===== src/rtl/mem_port_arbiter_if.sv =====
// Bundle of fetch, data and shared-memory signals for mem_port_arbiter.
// The slave modport is the arbiter; master is the requester/memory side.
interface mem_port_arbiter_if;
    logic        if_req;
    logic [31:0] if_addr;
    logic        if_gnt;
    logic        if_valid;
    logic [31:0] if_rdata;

    logic        dm_req;
    logic        dm_rw;
    logic [31:0] dm_addr;
    logic [31:0] dm_wdata;
    logic [1:0]  dm_size;
    logic        dm_sign;
    logic        dm_gnt;
    logic        dm_valid;
    logic [31:0] dm_rdata;

    logic [31:0] mem_addr;
    logic [31:0] mem_wdata;
    logic        mem_rw;
    logic [1:0]  mem_size;
    logic        mem_sign;
    logic [31:0] mem_rdata;

    logic        if_stall;
    logic        dm_stall;

    modport slave (
        input  if_req, if_addr,
        output if_gnt, if_valid, if_rdata,
        input  dm_req, dm_rw, dm_addr, dm_wdata, dm_size, dm_sign,
        output dm_gnt, dm_valid, dm_rdata,
        output mem_addr, mem_wdata, mem_rw, mem_size, mem_sign,
        input  mem_rdata,
        output if_stall, dm_stall
    );

    modport master (
        output if_req, if_addr,
        input  if_gnt, if_valid, if_rdata,
        output dm_req, dm_rw, dm_addr, dm_wdata, dm_size, dm_sign,
        input  dm_gnt, dm_valid, dm_rdata,
        input  mem_addr, mem_wdata, mem_rw, mem_size, mem_sign,
        output mem_rdata,
        input  if_stall, dm_stall
    );
endinterface


===== src/rtl/mem_port_arbiter.sv =====
// Arbitrates instruction fetch and data access onto one single-port memory with
// fixed read latency; data wins unless fetch has been starved STARVE_MAX times.
module mem_port_arbiter #(
    parameter int MEM_LAT    = 2,
    parameter int STARVE_MAX = 4
) (
    input  logic               clock,
    input  logic               reset,
    mem_port_arbiter_if.slave  bus
);
    localparam int            SW         = $clog2(STARVE_MAX + 1);
    localparam logic [SW-1:0] STARVE_TOP = SW'(STARVE_MAX);
    localparam logic [2:0]    LAT_LOAD   = 3'(MEM_LAT - 1);

    typedef enum logic [1:0] {IDLE, BUSY_IF, BUSY_DM} state_t;

    state_t        state_q, state_d;
    logic [2:0]    lat_q, lat_d;
    logic [SW-1:0] starve_q, starve_d;
    logic [31:0]   mem_addr_q, mem_addr_d;
    logic [31:0]   mem_wdata_q, mem_wdata_d;
    logic          mem_rw_q, mem_rw_d;
    logic [1:0]    mem_size_q, mem_size_d;
    logic          mem_sign_q, mem_sign_d;
    logic          if_valid_q, if_valid_d;
    logic [31:0]   if_rdata_q, if_rdata_d;
    logic          dm_valid_q, dm_valid_d;
    logic [31:0]   dm_rdata_q, dm_rdata_d;
    logic          if_gnt, dm_gnt;

    always_ff @(posedge clock) begin
        if (!reset) state_q <= IDLE;
        else        state_q <= state_d;
    end

    always_comb begin
        state_d = state_q;
        case (state_q)
            IDLE: begin
                if (dm_gnt)      state_d = BUSY_DM;
                else if (if_gnt) state_d = BUSY_IF;
            end
            BUSY_IF, BUSY_DM: begin
                if (lat_q == 3'd0) state_d = IDLE;
            end
            default: state_d = IDLE;
        endcase
    end

    // Grants are combinational in IDLE and suppressed while reset is held.
    always_comb begin
        if_gnt = 1'b0;
        dm_gnt = 1'b0;
        if (reset && state_q == IDLE) begin
            if (bus.dm_req && !(bus.if_req && starve_q == STARVE_TOP)) dm_gnt = 1'b1;
            else if (bus.if_req)                                     if_gnt = 1'b1;
        end
    end

    always_comb begin
        lat_d       = lat_q;
        starve_d    = starve_q;
        mem_addr_d  = mem_addr_q;
        mem_wdata_d = mem_wdata_q;
        mem_rw_d    = mem_rw_q;
        mem_size_d  = mem_size_q;
        mem_sign_d  = mem_sign_q;
        if_valid_d  = 1'b0;
        dm_valid_d  = 1'b0;
        if_rdata_d  = if_rdata_q;
        dm_rdata_d  = dm_rdata_q;

        if (state_q != IDLE) begin
            if (lat_q == 3'd0) begin
                mem_rw_d = 1'b0;
                if (state_q == BUSY_IF) begin
                    if_valid_d = 1'b1;
                    if_rdata_d = bus.mem_rdata;
                end else begin
                    dm_valid_d = 1'b1;
                    dm_rdata_d = mem_rw_q ? 32'd0 : bus.mem_rdata;
                end
            end else begin
                lat_d = lat_q - 3'd1;
            end
        end

        if (dm_gnt) begin
            lat_d       = LAT_LOAD;
            mem_addr_d  = bus.dm_addr;
            mem_wdata_d = bus.dm_wdata;
            mem_rw_d    = bus.dm_rw;
            mem_size_d  = bus.dm_size;
            mem_sign_d  = bus.dm_sign;
        end else if (if_gnt) begin
            lat_d       = LAT_LOAD;
            mem_addr_d  = bus.if_addr;
            mem_rw_d    = 1'b0;
            mem_size_d  = 2'b10;
            mem_sign_d  = 1'b0;
        end

        // Starvation only accumulates while fetch is actually waiting.
        if (if_gnt || !bus.if_req)                  starve_d = '0;
        else if (dm_gnt && starve_q != STARVE_TOP)  starve_d = starve_q + 1'b1;
    end

    always_ff @(posedge clock) begin
        if (!reset) begin
            lat_q       <= 3'd0;
            starve_q    <= '0;
            mem_addr_q  <= 32'd0;
            mem_wdata_q <= 32'd0;
            mem_rw_q    <= 1'b0;
            mem_size_q  <= 2'b00;
            mem_sign_q  <= 1'b0;
            if_valid_q  <= 1'b0;
            if_rdata_q  <= 32'd0;
            dm_valid_q  <= 1'b0;
            dm_rdata_q  <= 32'd0;
        end else begin
            lat_q       <= lat_d;
            starve_q    <= starve_d;
            mem_addr_q  <= mem_addr_d;
            mem_wdata_q <= mem_wdata_d;
            mem_rw_q    <= mem_rw_d;
            mem_size_q  <= mem_size_d;
            mem_sign_q  <= mem_sign_d;
            if_valid_q  <= if_valid_d;
            if_rdata_q  <= if_rdata_d;
            dm_valid_q  <= dm_valid_d;
            dm_rdata_q  <= dm_rdata_d;
        end
    end

    assign bus.if_gnt    = if_gnt;
    assign bus.dm_gnt    = dm_gnt;
    assign bus.if_valid  = if_valid_q;
    assign bus.if_rdata  = if_rdata_q;
    assign bus.dm_valid  = dm_valid_q;
    assign bus.dm_rdata  = dm_rdata_q;
    assign bus.mem_addr  = mem_addr_q;
    assign bus.mem_wdata = mem_wdata_q;
    assign bus.mem_rw    = mem_rw_q;
    assign bus.mem_size  = mem_size_q;
    assign bus.mem_sign  = mem_sign_q;
    assign bus.if_stall  = bus.if_req & ~if_valid_q;
    assign bus.dm_stall  = bus.dm_req & ~dm_valid_q;
endmodule

===== src/flat_wrapper.sv =====
// flat-port wrapper written by rule: the top's interface ports become plain ports
module mem_port_arbiter_flat 
#(
    parameter int MEM_LAT    = 2,
    parameter int STARVE_MAX = 4
)
  (clock, reset, bus_if_req, bus_if_addr, bus_if_gnt, bus_if_valid, bus_if_rdata, bus_dm_req, bus_dm_rw, bus_dm_addr, bus_dm_wdata, bus_dm_size, bus_dm_sign, bus_dm_gnt, bus_dm_valid, bus_dm_rdata, bus_mem_addr, bus_mem_wdata, bus_mem_rw, bus_mem_size, bus_mem_sign, bus_mem_rdata, bus_if_stall, bus_dm_stall);
  mem_port_arbiter_if bus_i ();
  input  logic clock;
  input  logic reset;
  input wire logic [$bits(bus_i.if_req)-1:0] bus_if_req;
  input wire logic [$bits(bus_i.if_addr)-1:0] bus_if_addr;
  output wire logic [$bits(bus_i.if_gnt)-1:0] bus_if_gnt;
  output wire logic [$bits(bus_i.if_valid)-1:0] bus_if_valid;
  output wire logic [$bits(bus_i.if_rdata)-1:0] bus_if_rdata;
  input wire logic [$bits(bus_i.dm_req)-1:0] bus_dm_req;
  input wire logic [$bits(bus_i.dm_rw)-1:0] bus_dm_rw;
  input wire logic [$bits(bus_i.dm_addr)-1:0] bus_dm_addr;
  input wire logic [$bits(bus_i.dm_wdata)-1:0] bus_dm_wdata;
  input wire logic [$bits(bus_i.dm_size)-1:0] bus_dm_size;
  input wire logic [$bits(bus_i.dm_sign)-1:0] bus_dm_sign;
  output wire logic [$bits(bus_i.dm_gnt)-1:0] bus_dm_gnt;
  output wire logic [$bits(bus_i.dm_valid)-1:0] bus_dm_valid;
  output wire logic [$bits(bus_i.dm_rdata)-1:0] bus_dm_rdata;
  output wire logic [$bits(bus_i.mem_addr)-1:0] bus_mem_addr;
  output wire logic [$bits(bus_i.mem_wdata)-1:0] bus_mem_wdata;
  output wire logic [$bits(bus_i.mem_rw)-1:0] bus_mem_rw;
  output wire logic [$bits(bus_i.mem_size)-1:0] bus_mem_size;
  output wire logic [$bits(bus_i.mem_sign)-1:0] bus_mem_sign;
  input wire logic [$bits(bus_i.mem_rdata)-1:0] bus_mem_rdata;
  output wire logic [$bits(bus_i.if_stall)-1:0] bus_if_stall;
  output wire logic [$bits(bus_i.dm_stall)-1:0] bus_dm_stall;
  assign bus_i.if_req = bus_if_req;
  assign bus_i.if_addr = bus_if_addr;
  assign bus_if_gnt = bus_i.if_gnt;
  assign bus_if_valid = bus_i.if_valid;
  assign bus_if_rdata = bus_i.if_rdata;
  assign bus_i.dm_req = bus_dm_req;
  assign bus_i.dm_rw = bus_dm_rw;
  assign bus_i.dm_addr = bus_dm_addr;
  assign bus_i.dm_wdata = bus_dm_wdata;
  assign bus_i.dm_size = bus_dm_size;
  assign bus_i.dm_sign = bus_dm_sign;
  assign bus_dm_gnt = bus_i.dm_gnt;
  assign bus_dm_valid = bus_i.dm_valid;
  assign bus_dm_rdata = bus_i.dm_rdata;
  assign bus_mem_addr = bus_i.mem_addr;
  assign bus_mem_wdata = bus_i.mem_wdata;
  assign bus_mem_rw = bus_i.mem_rw;
  assign bus_mem_size = bus_i.mem_size;
  assign bus_mem_sign = bus_i.mem_sign;
  assign bus_i.mem_rdata = bus_mem_rdata;
  assign bus_if_stall = bus_i.if_stall;
  assign bus_dm_stall = bus_i.dm_stall;
  mem_port_arbiter #(.MEM_LAT(MEM_LAT), .STARVE_MAX(STARVE_MAX)) u_core (.clock(clock), .reset(reset), .bus(bus_i));
endmodule

===== config.mk =====
export PLATFORM = sky130hd
export DESIGN_NAME = mem_port_arbiter_flat
export DESIGN_NICKNAME = d
export VERILOG_FILES = /design/src/rtl/mem_port_arbiter_if.sv /design/src/rtl/mem_port_arbiter.sv /design/src/flat_wrapper.sv
export SDC_FILE = /design/constraint.sdc
export NUM_CORES = 1
export LEC_CHECK = 0
export ABC_AREA = 1
export CORE_MARGIN = 2
export CORE_UTILIZATION = 30
export DETAILED_ROUTE_END_ITERATION = 10
export PLACE_DENSITY = 0.65
export SETUP_SLACK_MARGIN = 0.3
export SYNTH_ARGS = -nofsm -noshare
export SYNTH_HDL_FRONTEND = slang
export SYNTH_SLANG_ARGS = --single-unit

===== constraint.sdc =====
create_clock -name clock -period 1.9 [get_ports clock]
set_input_delay 0.38 -clock clock [delete_from_list [all_inputs] [get_ports clock]]
set_output_delay 0.38 -clock clock [all_outputs]
set_load 0.1 [all_outputs]

* Word level (Yosys, flattened, before mapping) *
Cells that the tools add are included.

word-level totals
  register bits = 142
  input port bits = 136
  output and inout bits = 138
  word-level logic and storage cells = 78

operators by class
  add/sub/neg operators = 2
  eq/ne operators = 7
  muxes and demuxes = 26
  bitwise gates (word level) = 7
  reductions and logical operators = 23

operator list
  operator                                                             count
  32-bit 2-to-1 mux                                                    3
  1-bit 2-to-1 mux                                                     17
  2-bit 2-to-1 mux                                                     5
  3-bit AND reduction                                                  3
  2-bit AND reduction                                                  4
  3-bit by 1-bit != test with 1-bit output (second input constant)     2
  3-bit nonzero test                                                   2
  1-bit inverter                                                       5
  1-bit logical AND                                                    4
  2-bit one-hot mux with 2 select lines                                1
  2-bit nonzero test                                                   2
  2-bit OR reduction                                                   2
  3-bit by 1-bit adder with 3-bit output (second input constant)       1
  3-bit == test (second input constant)                                1
  3-bit zero test                                                      1
  3-bit != test (second input constant)                                1
  3-bit OR reduction                                                   1
  3-bit by 1-bit subtractor with 3-bit output (second input constant)  1
  1-bit AND                                                            2
  2-bit by 1-bit == test with 1-bit output (second input constant)     1
  2-bit == test (second input constant)                                1
  1-bit zero test                                                      2
  2-bit zero test                                                      1
  2-bit by 1-bit != test with 1-bit output (second input constant)     1
  1-bit logical OR                                                     1

* Longest topological paths before layout *
Gate-level depths: netlist (run 1).

  word-level depth = 9
  mapped depth = 10
  depth with buffers taken out = 10

* Worst setup path after synthesis (run 1) *
No wires, ideal clock.

  path kind = reg2out
  from = reg u_core.dm_valid_q (netlist: u_core.bus.dm_valid)
  to = out bus_dm_stall
  arrival time = 2047 ps
  data required time = 1520 ps
  setup slack = -527 ps
  stages on the path, launching flop included = 2
  buffers on the path = 0
  path through = dfxtp_1 > nor2_1

between the ends
  cells in the longest elaborated chain, start to end = 2

ends and longest elaborated chain
  element                 RTL line                 RTL
  from (decl)             mem_port_arbiter.sv:27   logic dm_valid_q, dm_valid_d;
  from (signal assigned)  mem_port_arbiter.sv:131  dm_valid_q <= dm_valid_d;
  1-bit inverter          mem_port_arbiter.sv:148  assign bus.dm_stall = bus.dm_req & ~dm_valid_q;
  1-bit AND               mem_port_arbiter.sv:148
  to (decl)               flat_wrapper.sv:32       output wire logic [$bits(bus_i.dm_stall)-1:0] bus_dm_stall;

No other way between the ends.

* Worst setup path in the final report (run 1) *
  from = reg u_core.state_q[1]
  to = out bus_if_gnt

between the ends
  cells in the longest elaborated chain, start to end = 3

ends and longest elaborated chain
  element                 RTL line                RTL
  from (decl)             mem_port_arbiter.sv:17  state_t state_q, state_d;
  from (signal assigned)  mem_port_arbiter.sv:33  else state_q <= state_d;
  2-bit zero test         mem_port_arbiter.sv:54  if (reset && state_q == IDLE) begin
  1-bit logical AND       mem_port_arbiter.sv:54
  1-bit 2-to-1 mux        mem_port_arbiter.sv:54
  to (decl)               flat_wrapper.sv:13      output wire logic [$bits(bus_i.if_gnt)-1:0] bus_if_gnt;

No other way between the ends.

==> results.cfg, run 1 <==
[synthesis]
synthTopCellsByArea = dfxtp_1, nand2_1, nand3_1
netlist_area_mm2 = 0.00536
yosysSeqAreaShare_pct = 53.0
synth_simple_gate_area_share_pct = 32.0
syn_area_per_cell_um2 = 7.73
synth_compound_area_share_pct = 6.86
synth_xor_area_share_pct = 0.490
synth_fa_ha_area_share_pct = 1.40
synthMuxAreaShare_pct = 0
syn_inst = 694
synth_top_cell_area_share_pct = 53.0
yosysWarnings = 0
synth_seq_cells = 142
async_flop_share_pct = 0
synth_edf_count = 0
synth_cell_types = 23
synth_most_common_cell = nand2_1
synth_top_family_by_area = simple AND/OR/NAND/NOR gates
yosys-top-cells-count = nand2_1, dfxtp_1, nand3_1
post-synth-top-area-cell = dfxtp_1
ys.flop_type = dfxtp_1
syn_nets = 836

[placement]
dp_hpwl_um = 12300
gp_congestion = 0.790
port-buffer-count = 273

[layout]
drive_above_1_share_pct = 31.6
fin_util_pct = 55.3
diodes = 0
syn_to_final_growth_pct = 79.0
fin_nets = 1122

[hold_path]
min_from = bus_if_req
holdPathStages = 3
holdCritPathClass = in2reg
min_to = u_core.starve_q[2]$_SDFFE_PP0P_

[global_route]
grt_max_degree = 83
antenna_found_initial = 0
grt_pass1_wl_um = 26800
grt_pass1_vias = 5234
top_usage_layer = met2
grt_usage_pct = 18.2
use_met3_pct = 7.43
grt_remaining_overflow = 0
grtUsageMet2_pct = 30.9
met1_usage_pct = 21.2

[setup_path]
reg2reg_depth = 13
cp-start-kind = flip-flop
worst_setup_path_end_kind = output port
cp_max_fo = 4
required_ns = 1.52
worstPathArrival_ns = 1.46
timing.reg2reg.setup_slack_ns = 0.23
critical_path_class = reg2out
r2r_start = u_core.state_q[1]$_SDFFE_PN0P_
r2r-end = u_core.bus.mem_addr[29]$_SDFFE_PN0P_

[floorplanning]
ios = 274
initial_utilization_pct = 30.9
die_w_um = 138
dieArea_mm2 = 0.0190
die_h_um = 138
core_area_mm2 = 0.0174
rows = 48

[clocking]
clkLatencyLatePin_ns = 0.41
root_buffer = clkbuf_16
numCtsBuffers = 17
clockBufferDepth = 2
cts_tree = yes
htreeDepth = 4
clkSlewWorstSetupHoldPaths_ns = 0.06
ctsHoldBuffers = 0
clock-sinks = 142

[detailed_routing]
drcViolationCount = 0
first_iter_violations = 225
dr.pass1.iters = 4
viasPerCell = 4.60
vias = 5604
ant_nets = 0
wl_um = 18700
avgRoutedWirePerCell_um = 15.4

[timing]
final-hold-violation-count = 0
max_freq_mhz = 543
setup_tns_ns = 0
rsz0062_at_grt = yes
finClkSkew_ns = 0.0109
slew_viol_final = 0
relSlewSlack_pct = 73.4
whs_ns = 0.339
setup_violations = 0
max_slew.worst_pin.slew_ns = 0.398
finalCritPeriodShare_pct = 96.8
min_period_ns = 1.84

[pwr]
power.density_mw_per_mm2 = 1640
total_power_mw = 15.8
vdd_drop_max_mv = 1.14
p_leak_nw = 4.71

[run_status]
run_status = completed

[flow_run]
max_cap_viol_count = 0
[cell families (layout without fill, tap and decap cells)]
group | Yosys count | after routing
buf+inv | 70 | 369
flops | 142 | 142
xor+xnor | 3 | 3
compound gates | 73 | 73
fa+ha+maj | 6 | 6
simple gates | 400 | 400
[how the worst max path moves through the flow]
stage / cells after the start / slack (ns) / to / from
floorplan: 6 / 0.31 / bus_if_gnt / u_core.state_q[0]$_SDFFE_PN0P_
global placement: 4 / 0.05 / bus_dm_gnt / bus_dm_req
detailed placement: 4 / 0.02 / bus_dm_gnt / bus_dm_req
CTS: 7 / 0.04 / bus_if_gnt / u_core.starve_q[0]$_SDFFE_PP0P_
global route: 7 / -0.04 / bus_if_gnt / u_core.state_q[1]$_SDFFE_PN0P_
finish: 7 / 0.06 / bus_if_gnt / u_core.state_q[1]$_SDFFE_PN0P_
[report_power, final]
part | total, mW | switching [mW] | internal [mW]
Clock | 3.64 | 1.37 | 2.26
Sequential | 4.08 | 0.443 | 3.63
Combinational | 8.06 | 6.08 | 1.98
Total | 15.8 | 7.89 | 7.88
[metrics by stage]
step	setup WS (ns)	cells	instance area, µm²
floorplan	0.313	694	5420
global placement	0.0500	1167	8210
detailed placement	0.0160	1167	8210
CTS	0.0439	1205	8920
global route	-0.0364	1218	9600
finish	0.0600	1218	9600
[placed cells by master (no fill, tap or decap), drive strengths merged]
cell and instances:
nor2 75, clkinv 5, inv 27, o21ai 65, dfxtp 142, dlygate4sd2 1
nand2 187, a21oi 6, clkdlybuf4s50 132, xor2 3, a31oi 2, clkbuf 24
buf 174, or2 1, nand4 1, nor3 1, clkinvlp 2, nand3 135
ha 6, bufinv 4
[worst max-delay path, stage by stage (launching register included)]
cell,delay [ns]
dfxtp_2,0.32
inv_2,0.08
ha_4,0.16
nand2_4,0.06
nor2_4,0.13
nand2_4,0.07
clkinvlp_4,0.07
buf_12,0.16
[layout make-up]
cell class	instances	area, µm²
Tap cell	225	282
Inverter	24	104
Timing Repair Buffer	313	3040
Multi-Input combinational cell	482	2680
Fill cell	1596	7760
Clock inverter	14	205
Sequential cell	142	2850
Clock buffer	18	439
[sequential cells by signal, summed over array words and instances (netlist names)]
signal                cells
u_core.state_q            2
u_core.bus.mem_rw         1
u_core.bus.if_valid       1
u_core.lat_q              3
u_core.bus.dm_valid       1
u_core.bus.mem_size       2
u_core.starve_q           3
u_core.bus.if_rdata      32
u_core.bus.mem_sign       1
u_core.bus.dm_rdata      32
u_core.bus.mem_addr      32
u_core.bus.mem_wdata     32
[metal layers]
metal | vias up | part of all wire, %
met5 | - | 0
met4 | 0 | 1.4
met3 | 21 | 10
met2 | 207 | 48
met1 | 2536 | 41
li1 | 2840 | -
[what timing repair did]
item                                    4_1_cts  5_1_grt
pin swaps                                     4        3
cloned                                        0        6
resized for setup                            12      121
buffers inserted                              6        7
endpoints found under the setup margin       37       99
Power figures use the tool's default switching activity.
==> inputs of run 2 (changes only) <==
- DONT_BUFFER_PORTS: not set -> 1
- PLACE_DENSITY: 0.65 -> 0.46
==> run 2 against run 1 <==
  * Non-clock buffer count down 143
  * Largest cell class is now sequential cells
  * First-iteration DRC count down 1.8%
  * Sequential cell count unchanged
  * Die area unchanged
  * Sequential share of layout area up 7.5 points
  * Via count down 8.7%
  * Clock skew down 0.0019 ns
==> results.cfg, run 2 (same netlist as run 1, synthesis figures left out) <==
[setup_path]
endpoint = bus_if_gnt
timing.reg2reg.setup_slack_ns = 0.34
critical_path_depth = 7
critical_path_class = reg2out
critPathTopFamily = flip-flops
required_ns = 1.52
cpMostUsedCell = nand2_4
worstPathArrival_ns = 1.47
reg2reg_depth = 8
crit_path_cell_trace = inv_2, ha_4, nand3_4, nand2_4, nand2_4, clkinvlp_4, buf_12
cp_max_fo = 3
slowest_stage = dfxtp_2
critPathMaxStageDelay_ns = 0.34
cp-start-kind = flip-flop
r2r_start = u_core.state_q[0]$_SDFFE_PN0P_
crit_path_start = u_core.starve_q[0]$_SDFFE_PP0P_
critPathBufInv = 3
worst_setup_path_end_kind = output port
r2r-end = u_core.state_q[1]$_SDFFE_PN0P_

[clocking]
clkSlewWorstSetupHoldPaths_ns = 0.06
htreeDepth = 4
numCtsBuffers = 17
clock-sinks = 142
cts_tree = yes
ctsHoldBuffers = 0
root_buffer = clkbuf_16
clockBufferDepth = 2
clkLatencyLatePin_ns = 0.41

[global_route]
grt_usage_pct = 17.8
grt_remaining_overflow = 0
grt_max_degree = 103
antenna_found_initial = 0
grt_pass1_wl_um = 25700
grt_pass1_vias = 4943

[layout]
multiInputGateArea_mm2 = 0.00230
diodes = 0
regArea_mm2 = 0.00285
final_cell_area_mm2 = 0.00766
fin_nets = 981
drive_above_1_share_pct = 28.3
syn_to_final_growth_pct = 42.9
fin_util_pct = 44.1
instances_no_fill = 1077
fill_cells = 1714
layout_commonest_cell = nand2_1
final_cell_mix = nand2_1, buf_4, dfxtp_1

[timing]
setup_violations = 0
min_period_ns = 1.85
finalCritPeriodShare_pct = 97.3
rsz0062_at_grt = yes
setup_tns_ns = 0
max_freq_mhz = 541
slew_viol_final = 0
timing.final.ws_setup_ns = 0.0512
finClkSkew_ns = 0.00892
whs_ns = 0.0756
final-hold-violation-count = 0
max_slew.worst_pin.slew_ns = 0.383
relSlewSlack_pct = 74.5

[placement]
post_dp_cell_area_mm2 = 0.00658
gp_congestion = 0.825
place_ws_ns = -0.0173
dp.cells = 1020
port-buffer-count = 0
dp_hpwl_um = 11600

[floorplanning]
initial_utilization_pct = 30.9
rows = 48
dieArea_mm2 = 0.0190
die_h_um = 138
die_w_um = 138
ios = 274
core_area_mm2 = 0.0174

[run_status]
run_status = completed

[detailed_routing]
wl_um = 17900
avgRoutedWirePerCell_um = 16.6
drcViolationCount = 0
first_iter_violations = 221
viasPerCell = 4.75
ant_nets = 0
vias = 5115
dr.pass1.iters = 4

[pwr]
total_power_mw = 14.9
p_leak_nw = 3.63
vdd_drop_max_mv = 0.909
power.density_mw_per_mm2 = 1940

[hold_path]
holdPathStages = 2
min_from = bus_dm_wdata[28]
holdCritPathClass = in2reg

[flow_run]
max_cap_viol_count = 0
==> run 2: cell count changes in the layout (fill, tap and decap cells not counted), sizes merged <==
cell,previous run,this run
buf,174,164
bufbuf,0,3
bufinv,4,2
clkbuf,24,20
clkdlybuf4s50,132,0
clkinv,5,6
clkinvlp,2,3
dlygate4sd2,1,0
inv,27,29
nor2,75,76
==> run 2: layer usage <==
| layer | vias up | global-route usage [%] | wire length [µm] |
|---|---|---|---|
| met4 | 0 | 7.79 | 360 |
| met1 | 2347 | 18.8 | 6760 |
| met5 | - | 0 | 0 |
| met3 | 20 | 7.73 | 1940 |
| met2 | 203 | 30.7 | 8820 |
| li1 | 2545 | - | - |
==> run 2: worst min path at each step <==
stage / to / slack (ns)
after floorplan: u_core.lat_q[1]$_SDFFE_PP0P_ / 0.44
after global placement: u_core.bus.mem_addr[12]$_SDFFE_PN0P_ / 0.44
after detailed placement: u_core.bus.mem_addr[3]$_SDFFE_PN0P_ / 0.45
after CTS: u_core.bus.mem_wdata[27]$_SDFFE_PN0P_ / 0.05
after global routing: u_core.bus.mem_wdata[28]$_SDFFE_PN0P_ / 0.06
final: u_core.bus.mem_wdata[28]$_SDFFE_PN0P_ / 0.08
==> run 2: final cells by class <==
cell class | count | share of cell area [%]
flip-flops and latches | 142 | 37.2
multi-input cells | 483 | 30.1
repair buffers | 170 | 19.7
clock buffers | 17 | 5.55
well taps | 225 | 3.67
clock inverters | 15 | 2.32
inverters | 24 | 1.39
repair inverters | 1 | 0.114
==> run 2: worst register-to-register path: stages (launching register included) <==
cell and delay (ns):
dfxtp_2 0.32, inv_2 0.07, ha_4 0.15, nand2_4 0.06, nor2_4 0.12, buf_4 0.36, nand3_1 0.15, a31oi_1 0.15
nor2_1 0.06
==> run 2: repair_timing <==
action                                 CTS  global route
gates resized for setup                 25            23
pin swaps                                8             8
setup buffers                            9             8
setup endpoints to repair              106            79
gates cloned                             5             3
endpoints found under the hold margin    0             0
==> run 2: power by group <==
group          internal (mW)  switching (mW)
registers               3.62           0.220
logic                   1.59            6.05
clock network           1.98            1.41
